`src/rtl/pond_output_fifo.sv`:
```
// pond_output_fifo: first-word-fall-through staging FIFO between the pond read port
// and the interconnect, with occupancy reporting and a sticky dropped-read flag.
module pond_output_fifo #(
    parameter int DATA_WIDTH = 16,
    parameter int DEPTH      = 4,
    parameter int CNT_WIDTH  = $clog2(DEPTH) + 1
) (
    input  logic                  clk,
    input  logic                  rst,
    input  logic                  clk_en,
    input  logic                  flush,
    input  logic [DATA_WIDTH-1:0] data_in,
    input  logic                  valid_in,
    input  logic                  ready_in,
    output logic [DATA_WIDTH-1:0] data_out,
    output logic                  valid_out,
    output logic [CNT_WIDTH-1:0]  count,
    output logic                  full,
    output logic                  empty,
    output logic                  overflow
);
    localparam int PW = $clog2(DEPTH);

    logic [DATA_WIDTH-1:0] storage [DEPTH];
    logic [PW-1:0]         rd_ptr;
    logic [PW-1:0]         wr_ptr;
    logic                  pop;
    logic                  push_ok;
    logic                  step;

    assign empty     = count == '0;
    assign full      = count == CNT_WIDTH'(DEPTH);
    assign valid_out = ~empty;
    assign data_out  = storage[rd_ptr];
    assign pop       = valid_out & ready_in;
    // A pop on a full FIFO frees the slot being written on the same edge.
    assign push_ok   = valid_in & (~full | pop);
    assign step      = clk_en & ~flush;

    always_ff @(posedge clk or posedge rst) begin
        if (rst) begin
            rd_ptr   <= '0;
            wr_ptr   <= '0;
            count    <= '0;
            overflow <= 1'b0;
        end else if (clk_en) begin
            if (flush) begin
                rd_ptr   <= '0;
                wr_ptr   <= '0;
                count    <= '0;
                overflow <= 1'b0;
            end else begin
                rd_ptr   <= rd_ptr + PW'(pop);
                wr_ptr   <= wr_ptr + PW'(push_ok);
                count    <= count + CNT_WIDTH'(push_ok) - CNT_WIDTH'(pop);
                overflow <= overflow | (valid_in & ~push_ok);
            end
        end
    end

    // Storage is intentionally left out of reset.
    always_ff @(posedge clk) begin
        if (step && push_ok) storage[wr_ptr] <= data_in;
    end
endmodule

```
`config.mk`:
```
export PLATFORM = sky130hd
export DESIGN_NAME = pond_output_fifo
export DESIGN_NICKNAME = d
export VERILOG_FILES = /design/src/rtl/pond_output_fifo.sv
export SDC_FILE = /design/constraint.sdc
export NUM_CORES = 1
export LEC_CHECK = 0
export CAP_MARGIN = 10
export CORE_ASPECT_RATIO = 0.8
export CORE_UTILIZATION = 60
export CTS_CLUSTER_DIAMETER = 40
export DETAILED_ROUTE_END_ITERATION = 12
export DONT_BUFFER_PORTS = 1
export PLACE_DENSITY = 0.76
export SLEW_MARGIN = 20
export SYNTH_ARGS = -nofsm -noshare
export SYNTH_HDL_FRONTEND = slang
export SYNTH_SLANG_ARGS = --single-unit
```
`constraint.sdc`:
```
create_clock -name clk -period 7.5 [get_ports clk]
set_input_delay 1.5 -clock clk [delete_from_list [all_inputs] [get_ports clk]]
set_output_delay 1.5 -clock clk [all_outputs]
set_load 0.005 [all_outputs]
```
==> results of run 1 <==
[final cells by class]
| class | count | area (sq um) | area share, % |
|---|---|---|---|
| multi-input combinational | 57 | 689.4 | 22.08 |
| timing repair buffer | 4 | 30.03 | 0.9615 |
| clock inverter | 5 | 48.80 | 1.562 |
| inverter | 8 | 30.03 | 0.9615 |
| sequential | 72 | 2122 | 67.95 |
| clock buffer | 10 | 127.6 | 4.087 |
| tap | 60 | 75.07 | 2.404 |
[registers in the layout, indices dropped and copies added (netlist names)]
signal and count:
overflow 1, wr_ptr 2, count 3, storage 64
rd_ptr 2
[per-stage QoR]
| stage | worst slack, ns | util (%) | total power, mW |
|---|---|---|---|
| finish | 3.962 | 67.94 | 0.9318 |
| global placement | 4.324 | 64.10 | 0.6623 |
| global route | 3.809 | 67.94 | 0.9747 |
| detailed placement | 4.210 | 64.10 | 0.6755 |
| CTS | 3.905 | 67.94 | 0.9421 |
| floorplan | 4.031 | - | 0.6530 |
[worst paths after layout]
check	from	end	slack [ns]	cells past startpoint
worst max-delay path	rd_ptr[0]	data_out[14]	3.96	1
worst min-delay path	overflow	overflow	0.58	2
worst max register to register	count[2]	count[2]	5.29	7
worst min register to register	overflow	overflow	0.58	2
max in group asynchronous	rst	overflow	6.24	1
min in group asynchronous	rst	rd_ptr[0]	1.01	1
[layer usage]
metal / up-vias / GRT usage, %
met5: - / 0
met4: 0 / 6.136
met3: 2 / 9.286
met2: 49 / 32.11
met1: 671 / 21.55
li1: 594 / -
[power groups by stage]
stage               sequential (mW)  clock (mW)  combinational, mW
floorplan                     0.488           0              0.165
global placement              0.517           0              0.146
detailed placement            0.521           0              0.154
CTS                           0.513       0.274              0.155
global route                  0.519       0.289              0.167
finish                        0.511       0.267              0.153
[cell families after synthesis]
group	count (synthesis)	synth area share, %
and+or+nand+nor	20	4.147
adders and majority gates	4	2.008
DFF	72	74.03
buffers and inverters	13	2.619
xor gates and xnor gates	2	0.6112
muxes	16	13.49
AOI/OAI and AO/OA	15	3.099
[cell usage in the layout, fill, tap and decap left out]
cell type  count
dfrtp_1        8
nor3_2         4
fa_1           1
nand2_1        5
a21oi_1        1
nor2_1         1
buf_4          4
bufinv_16      1
and2b_1        1
and3_1         1
inv_1          8
ha_1           3
o211ai_1       1
nor4b_1        1
o21ai_0        7
o22ai_1        2
xor2_1         1
o21a_1         1
xnor2_1        1
mux4_1         7
nand2b_1       1
clkbuf_1       1
or3_4          1
nand3b_1       2
nor2b_1        2
edfxtp_1      64
and2_4         1
clkinv_2       3
mux4_2         9
a31oi_1        2
a22o_1         1
clkinv_1       1
clkbuf_8       9
==> run_results.csv, run 1 <==
group,metric,value,unit
power_and_ir_drop,p_switching,231.2,uW
synth,seq_area_frac_synth,74.03,%
setup_path,critPathArrivalTime,2.04,ns
power_and_ir_drop,combinationalPowerShare,16.4,%
clock_network,clockBufferDepth,2,
die,die_h,63.82,microns
power_and_ir_drop,clkPwrFrac,28.7,%
clock_network,path_clk_slew,0.07,ns
global_route,first_global_vias,1345,
timing,final-hold-violation-count,0,
placed_design,io_buffers,0,
timing,fmax,282.7,MHz
detailed_routing,top_layer,"met4",
timing,fin_crit,3.538,ns
global_route,grt_start_max_net_pins,19,
clock_network,cts_buffers,9,
timing,finalSetupViolCount,0,
cells_and_area,nFillCells,283,
timing,worst_pin_slew,1.014,ns
synth,syn_avg_cell_area,20.19,sq um
die,num_rows,22,
power_and_ir_drop,powerDensity,298.4,nW/um^2
run_status,status,"finished, final reports clean",
die,start_util,62.36,%
detailed_routing,wl_met1,1.769,mm
cells_and_area,drive_above_1_share,20.51,%
synth,ys_types,31,
timing,slew_violations,0,
clock_network,root_buffer,"clkbuf_8",
clock_network,postCtsSetupBuffers,0,
timing,rsz0062_at_grt,"false",
setup_path,path_delay_family,"flip-flops",
power_and_ir_drop,p_int,700.6,uW
setup_path,worst-path-buf-inv,0,
synth,synthFlopType,"edfxtp_1",
synth,async_flop_share,11.11,%
synth,synth_cells,142,
global_route,groute.usage.overall,19.15,%
detailed_routing,ant_nets,0,
detailed_routing,drtIter0Drc,54,
global_route,antenna_found_initial,0,
synth,synthesis.area,2866,sq um
detailed_routing,vias,1316,
power_and_ir_drop,ir_drop,0.1693,mV
die,io_pins,45,
setup_path,crit_fanout,18,
cells_and_area,insertedDiodeCount,0,
timing,fin_setup_tns,0,ns
cells_and_area,nNetsFinal,178,
timing,fin_crit_sh,47.17,%
detailed_routing,totalWireLength,4.324,mm
detailed_routing,drc,0,
placed_design,dp_hpwl,3.015,mm
job,max-cap-violations,0,
setup_path,slowest_stage,"dfrtp_1",
detailed_routing,met3WireLength,278,microns
clock_network,cts_hold_buf,0,
detailed_routing,wl_met2,2.254,mm
power_and_ir_drop,p_sw_share,24.82,%
cells_and_area,stdcell_count,216,
placed_design,placed_area,2947,sq um
synth,yosys-top-cells-area,"edfxtp_1 (67%), mux4_2 (7.1%), dfrtp_1 (7.0%), mux4_1 (6.4%), ha_1 (1.3%)",
setup_path,start_kind,"flop",
synth,synth_top_area_share,67.04,%
setup_path,critPathMaxStageDelay,1.01,ns
setup_path,path_cells,"mux4_1",
global_route,grt_pass1_wl,6.693,mm
synth,yosys.area.top_type,"edfxtp_1",
detailed_routing,drt-vias-per-instance,6.093,
cells_and_area,area_growth,8.948,%
clock_network,clk-insertion-delay-late,0.32,ns
power_and_ir_drop,leakagePower,1.038,nW
hold_path,hold_class,"reg2reg",
setup_path,cp.required,6.00,ns
synth,yosysWarnings,0,
die,die_x,79.28,microns
setup_path,worst_setup_path_end_kind,"primary output",
detailed_routing,wl_per_cell,20.02,microns
synth,yosysMostFrequentCell,"edfxtp_1",
synth,synth_commonest_cells,"edfxtp_1 (64), mux4_2 (9), dfrtp_1 (8), inv_1 (8)",
timing,whs,0.5847,ns
clock_network,cts_tree,"built",
synth,ys_seq_elements,72,
global_route,grt.overflow.total,0,
setup_path,crit_type,"reg2out",
synth,synth-edff-count,64,
synth,syn_nets,168,
die,dieArea,5059,sq um
timing,finClkSkew,0.008176,ns
power_and_ir_drop,pwr-share-seq,54.9,%
timing,relSlewSlack,32.41,%
cells_and_area,fin_area,3123,sq um
clock_network,cts_num_sinks,72,
placed_design,dpl.cell_count,201,
die,core_area,4597,sq um
clock_network,cts_htree_levels,3,
detailed_routing,drt_pass1_iterations,4,
clock_network,cts_resized,0,
No activity file was read; power rests on OpenSTA's default activity.
==> run 2, diff against run 1 <==
--- a/config.mk
+++ b/config.mk
@@ -7,11 +7,11 @@
 export LEC_CHECK = 0
 export CAP_MARGIN = 10
 export CORE_ASPECT_RATIO = 0.8
-export CORE_UTILIZATION = 60
+export CORE_UTILIZATION = 56
 export CTS_CLUSTER_DIAMETER = 40
 export DETAILED_ROUTE_END_ITERATION = 12
 export DONT_BUFFER_PORTS = 1
-export PLACE_DENSITY = 0.76
+export PLACE_DENSITY = 0.74
 export SLEW_MARGIN = 20
 export SYNTH_ARGS = -nofsm -noshare
 export SYNTH_HDL_FRONTEND = slang
==> constraint.sdc (replaced) <==
create_clock -name clk -period 2.9 [get_ports clk]
set_input_delay 0.58 -clock clk [delete_from_list [all_inputs] [get_ports clk]]
set_output_delay 0.58 -clock clk [all_outputs]
set_load 0.005 [all_outputs]
==> run 2 against run 1 <==
Net effect:
- sequential share of layout area decreased by 0.65 points
- global-route usage grew 0.69 points
- non-clock buffer count increased by 5
- largest power group unchanged
==> run_results.csv, run 2 (synthesized netlist as in run 1, its figures left out) <==
group,metric,value,unit
setup_path,ff2ff_path_depth,7,
die,core_area,4762,sq um
clock_network,path_clk_slew,0.06,ns
clock_network,cts_buffers,9,
die,start_util,60.19,%
timing,fin_setup_tns,0,ns
cells_and_area,nNetsFinal,183,
cells_and_area,final_cell_mix,"edfxtp_1 (64), mux4_2 (9), clkbuf_8 (9)",
clock_network,postCtsSetupBuffers,0,
global_route,first_global_vias,1423,
timing,rsz0062_at_grt,"false",
placed_design,gp_congestion,0.8059,
detailed_routing,ant_nets,0,
timing,finClkSkew,0.003642,ns
clock_network,cts_num_sinks,72,
hold_path,hold_class,"in2async",
die,num_rows,22,
detailed_routing,drt-vias-per-instance,6.104,
setup_path,start_kind,"flop",
timing,slew_violations,0,
timing,fin_crit_sh,82.09,%
setup_path,cp.required,2.32,ns
die,io_pins,45,
cells_and_area,drive_above_1_share,21.60,%
detailed_routing,drtIter0Drc,47,
clock_network,root_buffer,"clkbuf_8",
cells_and_area,insertedDiodeCount,0,
cells_and_area,nFillCells,321,
clock_network,cts_tree,"built",
cells_and_area,largest_reg_flops,64,
setup_path,path_cells,"buf_12 > mux4_1",
cells_and_area,final_common_cell,"edfxtp_1",
placed_design,dp_hpwl,3.317,mm
die,dieArea,5411,sq um
power_and_ir_drop,p_sw_share,25.92,%
global_route,grt.overflow.total,0,
timing,fin_crit,2.381,ns
clock_network,clk-insertion-delay-late,0.33,ns
detailed_routing,drt_pass1_iterations,6,
clock_network,clockBufferDepth,2,
global_route,grt_start_max_net_pins,19,
cells_and_area,top_regs,"storage: 64 flops, count: 3 flops",
setup_path,worst-path-buf-inv,1,
cells_and_area,stdcell_count,222,
cells_and_area,area_growth,9.996,%
cells_and_area,seqCellArea,2122,sq um
detailed_routing,totalWireLength,4.638,mm
power_and_ir_drop,leakagePower,1.055,nW
power_and_ir_drop,pwr-share-seq,54.6,%
clock_network,cts_hold_buf,0,
detailed_routing,drc,0,
clock_network,cts_htree_levels,3,
timing,final-hold-violation-count,0,
timing,finalSetupViolCount,0,
setup_path,cp.depth,2,
setup_path,critPathArrivalTime,1.80,ns
setup_path,crit_fanout,11,
global_route,groute.usage.overall,19.83,%
global_route,grt_pass1_wl,7.072,mm
timing,worst_pin_slew,0.7349,ns
clock_network,cts_resized,0,
detailed_routing,vias,1355,
setup_path,worst_setup_path_end_kind,"primary output",
power_and_ir_drop,combinationalPowerShare,19.2,%
power_and_ir_drop,powerDensity,752.7,nW/um^2
cells_and_area,largest-register,"storage",
placed_design,dpl.cell_count,206,
timing,fmax,420.1,MHz
power_and_ir_drop,p_int,1.758,mW
setup_path,crit_type,"reg2out",
run_status,status,"finished, final reports clean",
global_route,antenna_found_initial,0,
setup_path,path_delay_family,"flip-flops",
timing,relSlewSlack,51.01,%
setup_path,slowest_stage,"dfrtp_1",
setup_path,critPathMaxStageDelay,0.64,ns
power_and_ir_drop,p_switching,615.1,uW
detailed_routing,wl_per_cell,20.89,microns
power_and_ir_drop,clkPwrFrac,26.2,%
job,max-cap-violations,0,
placed_design,io_buffers,0,
cells_and_area,multi_input_area,689.4,sq um
power_and_ir_drop,ir_drop,0.4310,mV
die,die_x,81.99,microns
die,die_h,65.99,microns
==> run 2: cell count changes in the layout (fill, tap and decap cells not counted) <==
cell / before / now
buf_12: 0 / 1
buf_4: 4 / 8
clkinv_2: 3 / 1
bufinv_16: 1 / 0
clkinv_4: 0 / 1
clkbuf_1: 1 / 3
clkinv_1: 1 / 2
==> run 2: final timing paths <==
kind,from,to,slack (ns)
worst max-delay path,rd_ptr[0],data_out[2],0.52
worst min-delay path,rst,rd_ptr[0],0.09
worst max register to register,count[2],count[2],0.69
worst min register to register,overflow,overflow,0.57
max in group asynchronous,rst,wr_ptr[0],2.55
min in group clk,clk_en,overflow,0.33
==> run 2: area by class of cell <==
class | count | area share [%]
Clock buffer | 12 | 4.286
Tap cell | 60 | 2.381
Timing Repair Buffer | 9 | 2.540
Inverter | 8 | 0.9524
Sequential cell | 72 | 67.30
Clock inverter | 4 | 0.6746
Multi-Input combinational cell | 57 | 21.87
==> run 2: per-stage QoR <==
stage	utilization, %	total power, mW	area (sq um)	hold WS (ns)	setup WS, ns
floorplan	-	1.689	2867	0.3957	0.3508
global placement	62.93	1.767	2997	0.4386	0.7850
detailed placement	62.93	1.785	2997	0.4538	0.6728
CTS	66.21	2.407	3153	0.08491	0.4583
global route	66.21	2.488	3153	0.09771	0.4051
finish	66.21	2.373	3153	0.09486	0.5193
==> run 2: power groups by stage <==
stage | Sequential, mW | Combinational (mW) | Clock [mW]
after floorplan | 1.26 | 0.426 | 0
after global placement | 1.31 | 0.454 | 0
after detailed placement | 1.32 | 0.465 | 0
after CTS | 1.30 | 0.467 | 0.642
after global routing | 1.31 | 0.498 | 0.679
final | 1.30 | 0.456 | 0.621
==> run 2: worst register-to-register path: cells and delay by family (launching register included) <==
family / cells / cell delay [ns]
flip-flops: 1 / 0.46
AO/OA/AOI/OAI: 2 / 0.28
AND/OR/NAND/NOR: 3 / 0.75
XOR/XNOR: 1 / 0.19
adder cells (fa/ha/maj): 1 / 0.42
==> run 2: metal layers <==
metal / share of wire, % / track usage [%] / vias up
met3: 7.7 / 9.517 / 8
met4: 1.3 / 8.333 / 0
met1: 38 / 21.40 / 696
met5: 0 / 0 / -
met2: 53 / 33.16 / 47
li1: - / - / 604
==> run 3, diff against run 2 <==
--- a/config.mk
+++ b/config.mk
@@ -5,6 +5,7 @@
 export SDC_FILE = /design/constraint.sdc
 export NUM_CORES = 1
 export LEC_CHECK = 0
+export ABC_AREA = 1
 export CAP_MARGIN = 10
 export CORE_ASPECT_RATIO = 0.8
 export CORE_UTILIZATION = 56
==> constraint.sdc (replaced) <==
create_clock -name clk -period 2.05 [get_ports clk]
set_input_delay 0.41 -clock clk [delete_from_list [all_inputs] [get_ports clk]]
set_output_delay 0.41 -clock clk [all_outputs]
set_load 0.005 [all_outputs]
==> run 3 against run 2 <==
Net effect:
- clock skew grew 0.0015 ns
- clock-buffer cell count shrank 3
- sequential power grew 35%
- clock power increased by 110%
- worst hold slack gained 0.072 ns
- die area increased by 0.39%
- routed wire length is 10% higher
- setup slack worse by 0.39 ns
- cell count rose by 37%
- critical path type unchanged
- via count grew 26%
==> run_results.csv, run 3 <==
group,metric,value,unit
detailed_routing,wl_per_cell,16.73,microns
placed_design,io_buffers,0,
synth,synth_top_area_share,66.78,%
setup_path,critPathArrivalTime,1.51,ns
hold_path,whs_path_depth,0,
placed_design,dpl.cell_count,288,
die,core_area,4762,sq um
die,start_util,60.43,%
detailed_routing,drc,0,
timing,finalSetupViolCount,0,
timing,fmax,521.5,MHz
synth,syn_nets,254,
cells_and_area,area_growth,12.39,%
job,max-cap-violations,0,
synth,synth_cells,228,
cells_and_area,final_core_util,67.92,%
detailed_routing,drt_pass1_iterations,4,
hold_path,hold_class,"in2reg",
synth,yosys.area_share.xor_xnor,0,%
synth,synthesis.area,2878,sq um
clock_network,cts_buffers,9,
cells_and_area,final_cell_mix,"edfxtp_1 (64), nor2_1 (36), o21ai_0 (23), nand2_1 (22), o22ai_1 (17)",
synth,yosysWarnings,0,
synth,ys_seq_elements,72,
clock_network,path_clk_slew,0.07,ns
power_and_ir_drop,p_switching,1.117,mW
synth,async_flop_share,11.11,%
timing,whs,0.1672,ns
detailed_routing,totalWireLength,5.104,mm
timing,slew_violations,0,
power_and_ir_drop,leakagePower,1.174,nW
cells_and_area,insertedDiodeCount,0,
synth,yosys.area.top_type,"edfxtp_1",
synth,synth_compound_area_share,10.48,%
clock_network,cts_htree_levels,3,
detailed_routing,ant_nets,0,
synth,synth_top_family_by_area,"compound AO/OA/AOI/OAI gates",
global_route,groute.usage.overall,21.19,%
synth,yosysMostFrequentCell,"edfxtp_1",
setup_path,crit_fanout,10,
synth,ys_types,20,
setup_path,worst_setup_path_end_kind,"primary output",
power_and_ir_drop,pwr-share-seq,45.6,%
timing,finClkSkew,0.005115,ns
power_and_ir_drop,clkPwrFrac,33.0,%
cells_and_area,top_regs,"storage: 64 flops, count: 3 flops",
power_and_ir_drop,powerDensity,1196,nW/um^2
cells_and_area,largest-register,"storage",
die,num_rows,22,
global_route,grt_pass1_wl,7.803,mm
timing,final-hold-violation-count,0,
cells_and_area,nNetsFinal,266,
synth,synth-adder-area-share,2.000,%
die,die_x,82.15,microns
cells_and_area,drive_above_1_share,13.88,%
setup_path,start_kind,"flop",
clock_network,clk-insertion-delay-late,0.33,ns
cells_and_area,stdcell_count,305,
synth,synth_commonest_cells,"edfxtp_1 (64), nor2_1 (37), nand2_1 (23), o21ai_0 (23), o22ai_1 (17)",
detailed_routing,drtIter0Drc,63,
timing,worst_pin_slew,0.3861,ns
power_and_ir_drop,p_sw_share,28.89,%
detailed_routing,vias,1711,
detailed_routing,drt-vias-per-instance,5.610,
clock_network,postCtsSetupBuffers,0,
timing,fin_crit_sh,93.53,%
clock_network,root_buffer,"clkbuf_8",
global_route,grt.overflow.total,0,
synth,synthMuxAreaShare,0,%
placed_design,dp_hpwl,3.107,mm
setup_path,cp.required,1.64,ns
synth,yosys-top-cells-area,"edfxtp_1 (67%), dfrtp_1 (7.0%), nor2_1 (4.8%), o21ai_0 (4.0%), o22ai_1 (3.7%)",
clock_network,cts_tree,"built",
global_route,first_global_vias,1668,
synth,synthFlopType,"edfxtp_1",
global_route,antenna_found_initial,0,
power_and_ir_drop,combinationalPowerShare,21.4,%
cells_and_area,nFillCells,336,
setup_path,r2r_slack,0.24,ns
placed_design,pre_cts_slack,0.1424,ns
setup_path,crit_type,"reg2out",
timing,fin_crit,1.917,ns
setup_path,ff2ff_path_depth,10,
cells_and_area,largest_reg_flops,64,
cells_and_area,final_common_cell,"edfxtp_1",
run_status,status,"finished, final reports clean",
timing,fin_setup_tns,0,ns
synth,syn_avg_cell_area,12.62,sq um
placed_design,gp_congestion,0.8072,
die,die_h,66.12,microns
synth,synth-edff-count,64,
power_and_ir_drop,ir_drop,0.8919,mV
synth,yosys.area_share.simple,9.913,%
clock_network,cts_num_sinks,72,
clock_network,clockBufferDepth,2,
die,io_pins,45,
global_route,grt_start_max_net_pins,34,
timing,relSlewSlack,74.26,%
die,dieArea,5431,sq um
synth,seq_area_frac_synth,73.74,%
power_and_ir_drop,p_int,2.750,mW
timing,setup_slack,0.1326,ns
timing,rsz0062_at_grt,"false",
-- run 3: cell count changes after synthesis, sizes merged, moves of 11 or more --
cell,previous run,this run
nor2,1,39
inv,8,19
o21ai,7,36
mux4,16,0
o22ai,2,17
nand2,5,24
-- run 3: critical path: stages (launching register included) --
cell	delay (ns)
dfrtp_1	0.58
buf_4	0.23
o21ai_0	0.12
o22ai_1	0.25
-- run 3: cell type report --
| class | instances | area [sq um] | share of cell area [%] |
|---|---|---|---|
| multi-input cells | 129 | 654.4 | 20.23 |
| repair buffers | 9 | 70.07 | 2.166 |
| inverters | 19 | 76.32 | 2.360 |
| well taps | 60 | 75.07 | 2.321 |
| clock inverters | 7 | 110.1 | 3.404 |
| flip-flops and latches | 72 | 2125 | 65.69 |
| clock buffers | 9 | 123.9 | 3.830 |
-- run 3: metal layers --
layer | vias up | part of all wire [%] | routed length (microns) | global-route usage [%]
li1 | 840 | - | - | -
met1 | 800 | 41 | 2101 | 24.93
met2 | 69 | 48 | 2439 | 33.47
met3 | 2 | 11 | 536 | 9.655
met4 | 0 | 0.53 | 27 | 8.991
met5 | - | 0 | 0 | 0
-- run 3: final timing paths --
path | startpoint | endpoint
worst max register to register | count[0] | count[1]
max in group asynchronous | rst | count[0]
min in group asynchronous | rst | count[1]
worst min-delay path | data_in[6] | storage[2][6]
worst max-delay path | rd_ptr[1] | data_out[0]
worst min register to register | overflow | overflow
-- run 3: repair_timing --
item,in CTS,in global routing
endpoints found under the hold margin,8,0
resized for setup,0,9
endpoints found under the setup margin,0,4
hold buffers,1,0
-- run 3: power by group through the flow --
stage	sequential (mW)	combinational, mW	clock, mW
after floorplan	1.78	0.624	0
after CTS	1.75	0.815	1.30
after global placement	1.78	0.798	0
final	1.76	0.826	1.28
after detailed placement	1.78	0.812	0
after global routing	1.77	0.952	1.36
-- run 3: cells by family (layout without fill, tap and decap cells) --
group                      Yosys count  in the layout
AOI/OAI and AO/OA                   56             56
DFF                                 72             72
and+or+nand+nor                     69             69
buffers and inverters               27             44
adders and majority gates            4              4
-- run 3: per-stage QoR --
stage               power, mW  area, sq um
CTS                     3.865         3217
floorplan               2.401         2878
global route            4.087         3234
detailed placement      2.590         2973
global placement        2.575         2973
finish                  3.867         3234
